===== src/rtl/display_pkg.sv =====
`default_nettype none
// ============================================================================
// Module   : display_pkg
// Brief    : Shared state and source-owner encodings for the display path.
// Revision : 1.0 - initial release
// ============================================================================
package display_pkg;

    typedef enum logic [1:0] {
        FS_IDLE = 2'd0,
        FS_OWN  = 2'd1,
        FS_PEND = 2'd2
    } fs_state_t;

    localparam logic [1:0] SRC_NONE = 2'b00;
    localparam logic [1:0] SRC_UART = 2'b01;
    localparam logic [1:0] SRC_SPI  = 2'b10;

endpackage
`default_nettype wire


===== src/rtl/frame_timeout.sv =====
`default_nettype none
// ============================================================================
// Module   : frame_timeout
// Brief    : Idle-cycle counter that flags expiry after TIMEOUT_CYCLES counts.
// Revision : 1.0 - initial release
// ============================================================================
module frame_timeout #(
    parameter int TIMEOUT_CYCLES = 1000000
) (
    input  logic clk,
    input  logic rst,
    input  logic clr,
    input  logic en,
    output logic expire
);

    localparam int                 c_CNT_W = $clog2(TIMEOUT_CYCLES + 1);
    localparam logic [c_CNT_W-1:0] c_LIMIT = c_CNT_W'(TIMEOUT_CYCLES);

    logic [c_CNT_W-1:0] r_cnt;

    // Saturates at the limit so a held enable never wraps back to zero.
    always_ff @(posedge clk or posedge rst) begin
        if (rst) begin
            r_cnt <= '0;
        end else if (clr) begin
            r_cnt <= '0;
        end else if (en && (r_cnt != c_LIMIT)) begin
            r_cnt <= r_cnt + 1'b1;
        end
    end

    assign expire = en && (r_cnt == c_LIMIT);

endmodule
`default_nettype wire


===== src/rtl/frame_scheduler.sv =====
`default_nettype none
// ============================================================================
// Module   : frame_scheduler
// Brief    : Per-frame arbitration of UART/SPI bytes onto the loader and
//            display buffer flip sequencing. Optional idle abort enabled by
//            FRAME_SCHEDULER_TIMEOUT_EN.
// Revision : 1.0 - initial release
// ============================================================================
module frame_scheduler
    import display_pkg::*;
#(
    parameter int TIMEOUT_CYCLES = 1000000
) (
    input  logic       clk,
    input  logic       rst,
    input  logic [7:0] uart_data,
    input  logic       uart_valid,
    input  logic [7:0] spi_data,
    input  logic       spi_valid,
    output logic [7:0] ldata,
    output logic       lvalid,
    output logic       loader_rst,
    input  logic       loaded,
    output logic       ready,
    input  logic       frame_complete,
    output logic       mem_flip,
    output logic       frame_flipped,
    output logic [1:0] owner,
    output logic       dropped
);

    fs_state_t  r_state;
    logic [7:0] r_ldata;
    logic       r_lvalid;
    logic       r_loader_rst;
    logic       r_ready;
    logic       r_mem_flip;
    logic       r_flipped;
    logic [1:0] r_owner;
    logic       r_dropped;
    logic       r_prio_spi;

    logic w_win_uart;
    logic w_own_byte;
    logic w_other_byte;
    logic w_expire;

    // A contested claim goes to whichever source did not own the last frame.
    assign w_win_uart   = uart_valid && (!spi_valid || !r_prio_spi);
    assign w_own_byte   = (r_owner == SRC_UART) ? uart_valid : spi_valid;
    assign w_other_byte = (r_owner == SRC_UART) ? spi_valid  : uart_valid;

`ifdef FRAME_SCHEDULER_TIMEOUT_EN
    frame_timeout #(
        .TIMEOUT_CYCLES (TIMEOUT_CYCLES)
    ) u_frame_timeout (
        .clk    (clk),
        .rst    (rst),
        .clr    ((r_state != FS_OWN) || w_own_byte),
        .en     (r_state == FS_OWN),
        .expire (w_expire)
    );
`else
    assign w_expire = 1'b0;
`endif

    always_ff @(posedge clk or posedge rst) begin
        if (rst) begin
            r_state      <= FS_IDLE;
            r_ldata      <= 8'h00;
            r_lvalid     <= 1'b0;
            r_loader_rst <= 1'b0;
            r_ready      <= 1'b1;
            r_mem_flip   <= 1'b0;
            r_flipped    <= 1'b0;
            r_owner      <= SRC_NONE;
            r_dropped    <= 1'b0;
            r_prio_spi   <= 1'b0;
        end else begin
            r_lvalid     <= 1'b0;
            r_loader_rst <= 1'b0;
            r_flipped    <= 1'b0;
            r_dropped    <= 1'b0;
            case (r_state)
                FS_IDLE: begin
                    if (uart_valid || spi_valid) begin
                        r_ldata    <= w_win_uart ? uart_data : spi_data;
                        r_lvalid   <= 1'b1;
                        r_owner    <= w_win_uart ? SRC_UART : SRC_SPI;
                        r_prio_spi <= w_win_uart;
                        r_dropped  <= uart_valid && spi_valid;
                        r_state    <= FS_OWN;
                    end
                end
                FS_OWN: begin
                    if (loaded) begin
                        if (w_own_byte) begin
                            r_ldata  <= (r_owner == SRC_UART) ? uart_data : spi_data;
                            r_lvalid <= 1'b1;
                        end
                        r_dropped <= w_other_byte;
                        r_owner   <= SRC_NONE;
                        r_ready   <= 1'b0;
                        r_state   <= FS_PEND;
                    end else if (w_expire) begin
                        // An abort discards anything arriving in the same cycle.
                        r_dropped    <= uart_valid || spi_valid;
                        r_loader_rst <= 1'b1;
                        r_owner      <= SRC_NONE;
                        r_state      <= FS_IDLE;
                    end else begin
                        if (w_own_byte) begin
                            r_ldata  <= (r_owner == SRC_UART) ? uart_data : spi_data;
                            r_lvalid <= 1'b1;
                        end
                        r_dropped <= w_other_byte;
                    end
                end
                FS_PEND: begin
                    r_dropped <= uart_valid || spi_valid;
                    if (frame_complete) begin
                        r_mem_flip <= ~r_mem_flip;
                        r_flipped  <= 1'b1;
                        r_ready    <= 1'b1;
                        r_state    <= FS_IDLE;
                    end
                end
                default: begin
                    r_state <= FS_IDLE;
                end
            endcase
        end
    end

    assign ldata         = r_ldata;
    assign lvalid        = r_lvalid;
    assign loader_rst    = r_loader_rst;
    assign ready         = r_ready;
    assign mem_flip      = r_mem_flip;
    assign frame_flipped = r_flipped;
    assign owner         = r_owner;
    assign dropped       = r_dropped;

endmodule
`default_nettype wire


===== config.mk =====
export PLATFORM = sky130hd
export DESIGN_NAME = frame_scheduler
export DESIGN_NICKNAME = d
export VERILOG_FILES = /design/src/rtl/display_pkg.sv /design/src/rtl/frame_timeout.sv /design/src/rtl/frame_scheduler.sv
export SDC_FILE = /design/constraint.sdc
export NUM_CORES = 1
export LEC_CHECK = 0
export CAP_MARGIN = 40
export CORE_MARGIN = 3
export CORE_UTILIZATION = 30
export CTS_BUF_LIST = sky130_fd_sc_hd__clkbuf_16
export CTS_CLUSTER_SIZE = 30
export DETAILED_ROUTE_END_ITERATION = 7
export GPL_TIMING_DRIVEN = 0
export SLEW_MARGIN = 20
export SYNTH_ARGS = -nofsm -noshare
export SYNTH_HDL_FRONTEND = slang
export SYNTH_HIERARCHICAL = 1
export SYNTH_SLANG_ARGS = --single-unit

===== constraint.sdc =====
create_clock -name clk -period 3.4 [get_ports clk]
set_clock_uncertainty 0.2 [all_clocks]
set_input_delay 0.34 -clock clk [delete_from_list [all_inputs] [get_ports clk]]
set_output_delay 0.34 -clock clk [all_outputs]
set_load 0.01 [all_outputs]

* Yosys cells after proc, flatten, opt, wreduce, memory -nomap -nowiden
Index checks and enable logic that the tools add are counted.
** Storage, ports and cells
- Bits in registers :: 18
- Input bits :: 22
- Word-level logic and storage cells :: 57
** Operators by class
- Equal/unequal tests :: 7
- Multiplexer cells :: 25
- Bitwise operators :: 1
- Reductions and logical operators :: 15
** Operator list (count)
- 8-bit 2-to-1 mux :: 4
- 8-bit case mux with 2 select lines :: 1
- 2-bit 2-to-1 mux :: 6
- 3-bit AND reduction :: 4
- 1-bit 2-to-1 mux :: 9
- 2-bit inequality test (second input constant) :: 4
- 2-bit case mux with 3 select lines :: 1
- 2-bit by 1-bit == test with 1-bit output (second input constant) :: 2
- 1-bit case mux with 2 select lines :: 2
- 2-bit case mux with 2 select lines :: 1
- 2-bit AND reduction :: 2
- 2-bit nonzero test :: 2
- 1-bit case mux with 3 select lines :: 1
- 2-bit == test (second input constant) :: 1
- 1-bit logical AND :: 2
- 1-bit logical NOT :: 2
- 2-bit logical NOT :: 1
- 1-bit logical OR :: 2
- 1-bit NOT :: 1

* Longest topological paths before layout
Gate-level depths: netlist (run 1).
- Depth in word-level cells :: 6
- Mapped depth :: 7
- Gate-level depth less buffers :: 4

* Least setup slack after synthesis (run 1)
Ideal clock, no wire load.
- Path kind :: register to register
- Start point :: reg r_owner[0] (netlist: owner[0])
- End point :: reg r_ldata[0] (netlist: ldata[0])
- Library setup time :: 125 ps
- Data arrival time :: 1630 ps
- Setup slack :: 1445 ps
- Stages on the path, launching flop included :: 6
- Path buffers :: 1
- Period minus slack after synthesis :: 1955 ps
- Cell sequence :: dfrtp_1 nor2b_4 buf_12 mux2i_1 a211oi_4 mux2_2
** Between the ends
- Word-level cells in the longest chain between the ends :: 4
** RTL lines
- start, declared :: RTL line frame_scheduler.sv:39 : logic [1:0] r_owner;
- start signal, assigned :: RTL line frame_scheduler.sv:89 : r_owner <= w_win_uart ? SRC_UART : SRC_SPI;
- 2-bit by 1-bit == test with 1-bit output * :: RTL line frame_scheduler.sv:50, frame_scheduler.sv:98, frame_scheduler.sv:113
- 8-bit 2-to-1 mux / 1-bit 2-to-1 mux (equally long branches) :: RTL line frame_scheduler.sv:98, frame_scheduler.sv:113, frame_scheduler.sv:50
- 8-bit 2-to-1 mux / 2-bit inequality test (equally long branches)
- 8-bit case mux with 2 select lines / 3-bit AND reduction (equally long branches)
- end signal, assigned :: RTL line frame_scheduler.sv:87 : r_ldata <= w_win_uart ? uart_data : spi_data;
- end signal, assigned :: RTL line frame_scheduler.sv:98 : r_ldata <= (r_owner == SRC_UART) ? uart_data : spi_data;
- end signal, assigned :: RTL line frame_scheduler.sv:113 : r_ldata <= (r_owner == SRC_UART) ? uart_data : spi_data;
- end, declared :: RTL line frame_scheduler.sv:33 : logic [7:0] r_ldata;
Every way passes the cells marked *; elsewhere a longest branch is shown, timed or not. The select of a mux whose other input is x is not followed.
A chain may end at the register's enable or synchronous reset.

* Worst setup path in the final report (run 1)
- Start point :: in uart_valid
- End point :: reg r_ldata[5] (netlist: ldata[5])
** Between the ends
- Word-level cells in the longest chain between the ends :: 4
** RTL lines
- start, declared :: RTL line frame_scheduler.sv:17 : input logic uart_valid,
- 1-bit logical AND :: RTL line frame_scheduler.sv:49 : assign w_win_uart = uart_valid && (!spi_valid || !r_prio_spi);
- 8-bit 2-to-1 mux :: RTL line frame_scheduler.sv:87
- 8-bit 2-to-1 mux :: RTL line frame_scheduler.sv:86 : if (uart_valid || spi_valid) begin
- 8-bit case mux with 2 select lines :: RTL line frame_scheduler.sv:84 : case (r_state)
Parallel ways exist; a longest one is shown, timed or not. The select of a mux whose other input is x is not followed.

==> impl_metrics.ini, run 1 <==
[status]
status = finished clean

[setup_path]
cp_top_family = buffers and inverters
crit_path_max_fanout = 10
crit_path_cell_trace = clkdlybuf4s50_1 > a21boi_2 > clkbuf_1 > o221ai_1 > mux2_2
r2r_slack_ns = 1.28
cp.arrival_ns = 2.24
path_buf_inv = 2
required_ns = 3.33
worstRegToRegCells = 5
slowest_delay_ns = 0.56
r2r-end = ldata[5]$_DFFE_PP0P_
cp_slowest_cell = clkdlybuf4s50_1
start_kind = input port
endpoint_kind = register
reg2reg_from = owner[0]$_DFFE_PP0P_
crit_type = input port to register

[cells_and_area]
drive_gt1_frac = 0.1348
final_cell_area_um2 = 1530
post-route-util = 0.4815
num_antenna_cells = 0
areaGrowthSynthToFinish_pct = 47.71
layout.nets = 164

[drt]
routed_wl_mm = 2.497
drcViolationCount = 0
final_antenna_net_count = 0
via_count = 925
drt-initial-drc-count = 34
vias_per_cell = 5.000
first_pass_iters = 4
wl_per_cell_um = 13.50

[synthesis]
synth_enable_flop_cells = 0
syn_inst = 101
synth.distinct_cells = 28
ys_seq_area_frac = 0.4360
ys_warn_count = 6
synth_area_per_cell_um2 = 10.26
ys_seq_elements = 18
syn_nets = 123
netlist_area_um2 = 1036
yosys_most_used_dff = dfrtp_1
synth-async-reset-ratio = 1.000

[clock_tree]
cts_made_buffers = 3
htree_levels = 1
cts.path.max_buffers = 2
ctsResizeCount = 0
clock-root-buffer = clkbuf_16
cts_tree = yes
cts.clk_slew.worst_paths_ns = 0.05
cts.sinks = 18
cts_hold_buf = 0
post_cts_buffers = 0
insertion_delay_ns = 0.25

[die]
core_um2 = 3178
chipHeight_um = 64.77
initial_core_util = 0.3260
io_pins = 38
core.rowCount = 20
die_w_um = 64.77
dieArea_um2 = 4195

[timing]
drv_slew = 0
fin_crit_ns = 2.311
relSlewSlack = 0.5386
setup_viol_count_final = 0
min_period_over_period = 0.6796
worst_slew_pin_slew_ns = 0.6913
max_freq_mhz = 432.8
fin_tns_setup_ns = 0
final-hold-violation-count = 0
rsz0062_at_grt = false
whs_ns = 0.2664

[grt]
grt_pass1_wl_mm = 4.133
antenna_found_initial = 0
first_global_vias = 964
overflow = 0
grt_usage = 0.1265
grt_max_degree = 19

[run]
max-cap-violations = 0

[min_path]
hp-class = register to register
min_to = mem_flip$_DFFE_PP0P_
min_delay_path_depth = 1
min-delay-start = mem_flip$_DFFE_PP0P_

[power_and_ir_drop]
power.leakage_nw = 0.6101
power_density_nw_per_um2 = 870.0
p_total_w = 0.001331
ir_worst_vdd_uv = 382.7

[placed_design]
detailedPlacementHpwl_mm = 1.875
placed_area_um2 = 1451
place_congestion = 0.7373
portBuffers = 36
flip-flops by register name (all words and copies together) (netlist names):
name           cells
ldata              8
frame_flipped      1
r_prio_spi         1
ready              1
r_state            2
lvalid             1
mem_flip           1
dropped            1
owner              2
through the flow:
stage	std cells	setup slack, ns
floorplan	101	1.445
global placement	181	0.8501
detailed placement	181	0.8433
CTS	185	1.097
global route	185	0.9494
finish	185	1.089
synth_stat cells, types with 2 or more instances:
cell type	n	area (µm²)
a21oi_1	3	15.01
buf_2	2	10.01
clkbuf_1	4	15.01
dfrtp_1	17	425.4
inv_1	3	11.26
mux2_2	8	90.09
mux2i_1	10	100.1
nand2_1	10	37.54
nand3_1	9	45.04
nor2_1	4	15.01
o21a_1	2	15.01
o21ai_0	6	30.03
o221ai_1	8	70.07
area by class of cell:
| class | count | area (µm²) |
|---|---|---|
| tap | 44 | 55.05 |
| sequential | 18 | 451.7 |
| clock inverter | 1 | 3.754 |
| clock buffer | 3 | 75.07 |
| timing repair buffer | 36 | 360.3 |
| buffer | 8 | 52.55 |
| fill | 306 | 1648 |
| inverter | 3 | 11.26 |
| multi-input combinational | 72 | 520.5 |
cell families (layout without fill, tap and decap cells):
family / Yosys count / after routing / synth area share
muxes: 18 / 18 / 0.1836
other: 1 / 1 / 0.003620
and+or+nand+nor: 27 / 27 / 0.1244
xor gates and xnor gates: 1 / 1 / 0.008456
AOI/OAI and AO/OA: 25 / 25 / 0.1824
DFF: 18 / 18 / 0.4360
buffers and inverters: 11 / 51 / 0.06159
worst reg2reg max path, delay by kind of cell, from the launching register on:
family / cells / cell delay, ns
buf+inv: 1 / 0.15
flops: 1 / 0.41
simple gates: 1 / 0.15
compound gates: 1 / 0.55
mux: 2 / 0.55
how the worst max path moves through the flow:
stage	end	startpoint	cells past startpoint
2_1_floorplan	ldata[0]$_DFFE_PP0P_	owner[0]$_DFFE_PP0P_	5
3_3_place_gp	ldata[5]$_DFFE_PP0P_	uart_valid	5
3_5_place_dp	ldata[5]$_DFFE_PP0P_	uart_valid	5
4_1_cts	ldata[5]$_DFFE_PP0P_	uart_valid	5
5_1_grt	ldata[5]$_DFFE_PP0P_	uart_valid	5
6_report	ldata[5]$_DFFE_PP0P_	uart_valid	5
report_power, final:
group / switching, W / internal (W)
sequential: 0.0000611 / 0.000324
clock: 0.0000785 / 0.000156
combinational: 0.000325 / 0.000386
total: 0.000465 / 0.000866
cells in the final DEF, fill, tap and decap left out, drive strengths merged:
cell / count
a211oi: 1
nand3: 9
clkinv: 1
o221ai: 8
o31ai: 1
a21boi: 1
a31oi: 1
clkbuf: 7
nor2: 4
mux2i: 10
o21a: 2
mux2: 8
a22oi: 1
inv: 3
conb: 1
nand2: 10
xor2: 1
dfrtp: 17
dfstp: 1
o22ai: 1
o21ai: 6
a21oi: 3
nand2b: 1
nor3: 1
clkdlybuf4s50: 36
buf: 4
nor2b: 2
routing by layer:
metal,part of all wire,global-route usage,up-vias
met3,0.031,0.02080,6
met2,0.49,0.2005,23
met1,0.46,0.1578,445
met5,0,0,-
li1,-,-,451
met4,0.019,0.08179,0
(Power assumes the default switching activity.)
==> run 2, diff against run 1 <==
Clock period 3.4 ns to 2 ns, I/O delays scaled along.
==> impl_metrics.ini, run 2 (synthesized netlist as in run 1, its figures left out) <==
[timing]
rsz0062_at_grt = false
whs_ns = 0.1610
min_period_over_period = 0.9595
fin_crit_ns = 1.919
max_freq_mhz = 521.1
drv_slew = 0
setup_viol_count_final = 0
final-hold-violation-count = 0
relSlewSlack = 0.5362
worst_slew_pin_slew_ns = 0.6949

[die]
initial_core_util = 0.3260
io_pins = 38
core.rowCount = 20
dieArea_um2 = 4195
die_w_um = 64.77
core_um2 = 3178
chipHeight_um = 64.77

[run]
max-cap-violations = 0

[min_path]
hp-class = input port to async pin

[clock_tree]
htree_levels = 1
cts.sinks = 18
cts_hold_buf = 0
cts_made_buffers = 3
cts.clk_slew.worst_paths_ns = 0.05
cts_tree = yes
insertion_delay_ns = 0.25
clock-root-buffer = clkbuf_16
cts.path.max_buffers = 2

[setup_path]
crit_path_cell_trace = nor2b_4 > buf_12 > mux2i_1 > a211oi_4 > buf_4 > mux2_2
endpoint_kind = register
slowest_delay_ns = 0.41
start_kind = register
crit_path_max_fanout = 10
crit_type = register to register
cp_slowest_cell = dfrtp_1
cp.arrival_ns = 1.85
required_ns = 1.93

[power_and_ir_drop]
power.leakage_nw = 0.6336
ir_worst_vdd_uv = 657.3
power_density_nw_per_um2 = 1480
p_total_w = 0.002303

[drt]
routed_wl_mm = 2.492
final_antenna_net_count = 0
drcViolationCount = 0
first_pass_iters = 4
via_count = 927
wl_per_cell_um = 13.33
vias_per_cell = 4.957
drt-initial-drc-count = 32

[cells_and_area]
areaGrowthSynthToFinish_pct = 50.24
drive_gt1_frac = 0.1678
post-route-util = 0.4898
num-fill-cells = 304
final_common_cell = clkdlybuf4s50_1
largest_reg_flops = 8
layout.nets = 166
num_antenna_cells = 0
finalNonFillerCells = 187
final_cell_mix = 36 x clkdlybuf4s50_1, 17 x dfrtp_1, 10 x mux2i_1, 10 x nand2_1, 9 x nand3_1

[grt]
grt_pass1_wl_mm = 4.153
antenna_found_initial = 0
grt_max_degree = 19
overflow = 0
first_global_vias = 980
grt_usage = 0.1269

[status]
status = finished clean

[placed_design]
place_congestion = 0.7373
dp.cells = 181
portBuffers = 36
detailedPlacementHpwl_mm = 1.875
## run 2: path summary, 6_finish.rpt
kind | depth (start not counted) | from | endpoint | slack [ns]
max | 6 | owner[0]$_DFFE_PP0P_ | ldata[1]$_DFFE_PP0P_ | 0.08
min | 2 | rst | frame_flipped$_DFF_PP0_ | 0.16
max reg2reg | 6 | owner[0]$_DFFE_PP0P_ | ldata[1]$_DFFE_PP0P_ | 0.08
min reg2reg | 1 | mem_flip$_DFFE_PP0P_ | mem_flip$_DFFE_PP0P_ | 0.27
max in group asynchronous | 2 | rst | ldata[6]$_DFFE_PP0P_ | 1.00
min in group clk | 1 | mem_flip$_DFFE_PP0P_ | mem_flip$_DFFE_PP0P_ | 0.27
## run 2: power by group
group	total [W]	switching [W]	internal, W
Sequential	0.000658	0.000108	0.000550
Combinational	0.00124	0.000554	0.000690
Clock	0.000400	0.000134	0.000266
Total	0.00230	0.000797	0.00151
## run 2: stage by stage
stage                     setup slack, ns  setup TNS [ns]  cell area (µm²)
after detailed placement          -0.4167          -3.488             1451
final                             0.08108               0             1556
after CTS                        0.002159               0             1554
after global placement            -0.4099          -3.472             1451
after global routing             0.003569               0             1556
after floorplan                   0.04515               0             1036
## run 2: final cells by class
class                   instances  area, µm²  area share
inverters                       3      11.26    0.007235
flip-flops and latches         18      451.7      0.2902
repair buffers                 38      375.4      0.2412
multi-input cells              72      528.0      0.3392
well taps                      44      55.05     0.03537
clock inverters                 1      3.754    0.002412
plain buffers                   8      56.30     0.03617
clock buffers                   3      75.07     0.04823
## run 2: per-layer routing
metal	global-route usage	part of all wire	wire, µm
met5	0	0	0
met4	0.08179	0.012	30
met3	0.02080	0.030	75
met2	0.2018	0.49	1231
met1	0.1580	0.46	1154
## run 2: worst max-delay path, delay by kind of cell (launching register included)
family                 cells  cell delay [ns]
multiplexers               2             0.49
AO/OA/AOI/OAI              1             0.22
flip-flops                 1             0.41
buffers and inverters      2             0.34
AND/OR/NAND/NOR            1             0.15
## run 2: timing repair
action | 4_1_cts | 5_1_grt
setup buffers | 2 | 0
pin swaps | 1 | 0
resized for setup | 2 | 5
endpoints found under the setup margin | 8 | 8
==> run 3, diff against run 2 <==
--- a/config.mk
+++ b/config.mk
@@ -13,4 +13,5 @@
 export DETAILED_ROUTE_END_ITERATION = 7
 export GPL_TIMING_DRIVEN = 0
+export HOLD_SLACK_MARGIN = 0.12
 export SLEW_MARGIN = 20
 export SYNTH_ARGS = -nofsm -noshare
==> constraint.sdc (replaced) <==
create_clock -name clk -period 2 [get_ports clk]
set_clock_uncertainty 0.2 [all_clocks]
set_input_delay 0.6 -clock clk [delete_from_list [all_inputs] [get_ports clk]]
set_output_delay 0.6 -clock clk [all_outputs]
set_load 0.01 [all_outputs]
==> impl_metrics.ini, run 3 (synthesized netlist as in run 1, its figures left out) <==
[status]
status = finished clean

[cells_and_area]
finalNonFillerCells = 188
largest_reg_flops = 8
num_antenna_cells = 0
post-route-util = 0.4925
drive_gt1_frac = 0.1736
layout.nets = 167
final_cell_mix = 31 x clkdlybuf4s50_1, 17 x dfrtp_1, 10 x mux2i_1, 10 x nand2_1, 9 x nand3_1
areaGrowthSynthToFinish_pct = 51.09
final_cell_area_um2 = 1565
final_common_cell = clkdlybuf4s50_1

[clock_tree]
clock-root-buffer = clkbuf_16
cts.path.max_buffers = 2
cts.clk_slew.worst_paths_ns = 0.05
htree_levels = 1
insertion_delay_ns = 0.25
cts_made_buffers = 3
cts.sinks = 18
cts_hold_buf = 0
cts_tree = yes

[die]
dieArea_um2 = 4195
initial_core_util = 0.3260
die_w_um = 64.77
core_um2 = 3178
chipHeight_um = 64.77
io_pins = 38
core.rowCount = 20

[drt]
drcViolationCount = 0
via_count = 925
final_antenna_net_count = 0
first_pass_iters = 4
vias_per_cell = 4.920
wl_per_cell_um = 13.34
routed_wl_mm = 2.508
drt-initial-drc-count = 23

[run]
max-cap-violations = 0

[timing]
worst_slew_pin_slew_ns = 0.6966
final-hold-violation-count = 0
fin_crit_ns = 1.938
rsz0062_at_grt = false
max_freq_mhz = 516.0
min_period_over_period = 0.9690
relSlewSlack = 0.5351
drv_slew = 0
setup_viol_count_final = 0
whs_ns = 0.2665

[setup_path]
cp_top_family = buffers and inverters
endpoint_kind = output port
path_buf_inv = 1
crit_path_cell_trace = clkdlybuf4s50_1
slowest_delay_ns = 0.54
required_ns = 1.20
cp_slowest_cell = clkdlybuf4s50_1
cp.arrival_ns = 1.14
crit_path_max_fanout = 2
start_kind = register
crit_type = register to output port

[placed_design]
placed_area_um2 = 1451
detailedPlacementHpwl_mm = 1.875
dp.cells = 181
place_congestion = 0.7373
portBuffers = 36

[grt]
antenna_found_initial = 0
grt_usage = 0.1265
grt_util_met3 = 0.02080
busiest_layer = met2
grt_util_met1 = 0.1569
first_global_vias = 979
grt_pass1_wl_mm = 4.140
grt_max_degree = 19
met2_usage = 0.2018
overflow = 0

[min_path]
hp-class = register to register

[power_and_ir_drop]
ir_worst_vdd_uv = 641.2
power.leakage_nw = 0.6482
power_density_nw_per_um2 = 1468
-- run 3: what timing repair did --
action                                  4_1_cts  5_1_grt
pin swaps                                     1        1
resized for setup                             9        4
endpoints found under the setup margin       14        8
buffers inserted                              3        0
gates cloned                                  0        0
-- run 3: worst paths after layout --
check                                      from                 endpoint  slack, ns  depth (start not counted)
min in group asynchronous                   rst  frame_flipped$_DFF_PP0_       0.56                          2
min                        mem_flip$_DFFE_PP0P_     mem_flip$_DFFE_PP0P_       0.27                          1
max reg2reg                owner[0]$_DFFE_PP0P_     ldata[5]$_DFFE_PP0P_       0.09                          6
max in group asynchronous                   rst     ldata[6]$_DFFE_PP0P_       0.60                          2
max                        mem_flip$_DFFE_PP0P_                 mem_flip       0.06                          1
min reg2reg                mem_flip$_DFFE_PP0P_     mem_flip$_DFFE_PP0P_       0.27                          1
-- run 3: layout make-up --
class                           count  area, µm²
Inverter                            3      11.26
Clock inverter                      1      3.754
Timing Repair Buffer               39      381.6
Buffer                              8      58.81
Multi-Input combinational cell     72      528.0
Fill cell                         306       1613
Sequential cell                    18      451.7
Tap cell                           44      55.05
Clock buffer                        3      75.07
-- run 3: metrics by stage --
stage	setup TNS [ns]	power, W	worst slack [ns]
2_1_floorplan	0	0.001395	0.04515
3_3_place_gp	-7.982	0.001848	-0.8099
3_5_place_dp	-8.002	0.001877	-0.8167
4_1_cts	0	0.002314	0.03263
5_1_grt	0	0.002465	0.001847
6_report	0	0.002297	0.06190
-- run 3: report_power, final --
part           internal [W]  switching [W]  total, W
Clock              0.000266       0.000135  0.000400
Sequential         0.000550       0.000107  0.000657
Combinational      0.000684       0.000556   0.00124
-- run 3: routing by layer --
| metal | up-vias | wire [µm] | part of all wire |
|---|---|---|---|
| met5 | - | 0 | 0 |
| met4 | 0 | 40 | 0.016 |
| met3 | 4 | 100 | 0.040 |
| met2 | 23 | 1229 | 0.49 |
| met1 | 438 | 1138 | 0.45 |
| li1 | 460 | - | - |
-- run 3: worst reg2reg max path, stage by stage (launching register included) --
cell      delay (ns)
dfrtp_1         0.41
nor2b_4         0.15
buf_12          0.15
mux2i_1         0.15
a211oi_4        0.24
buf_4           0.17
mux2_2          0.33
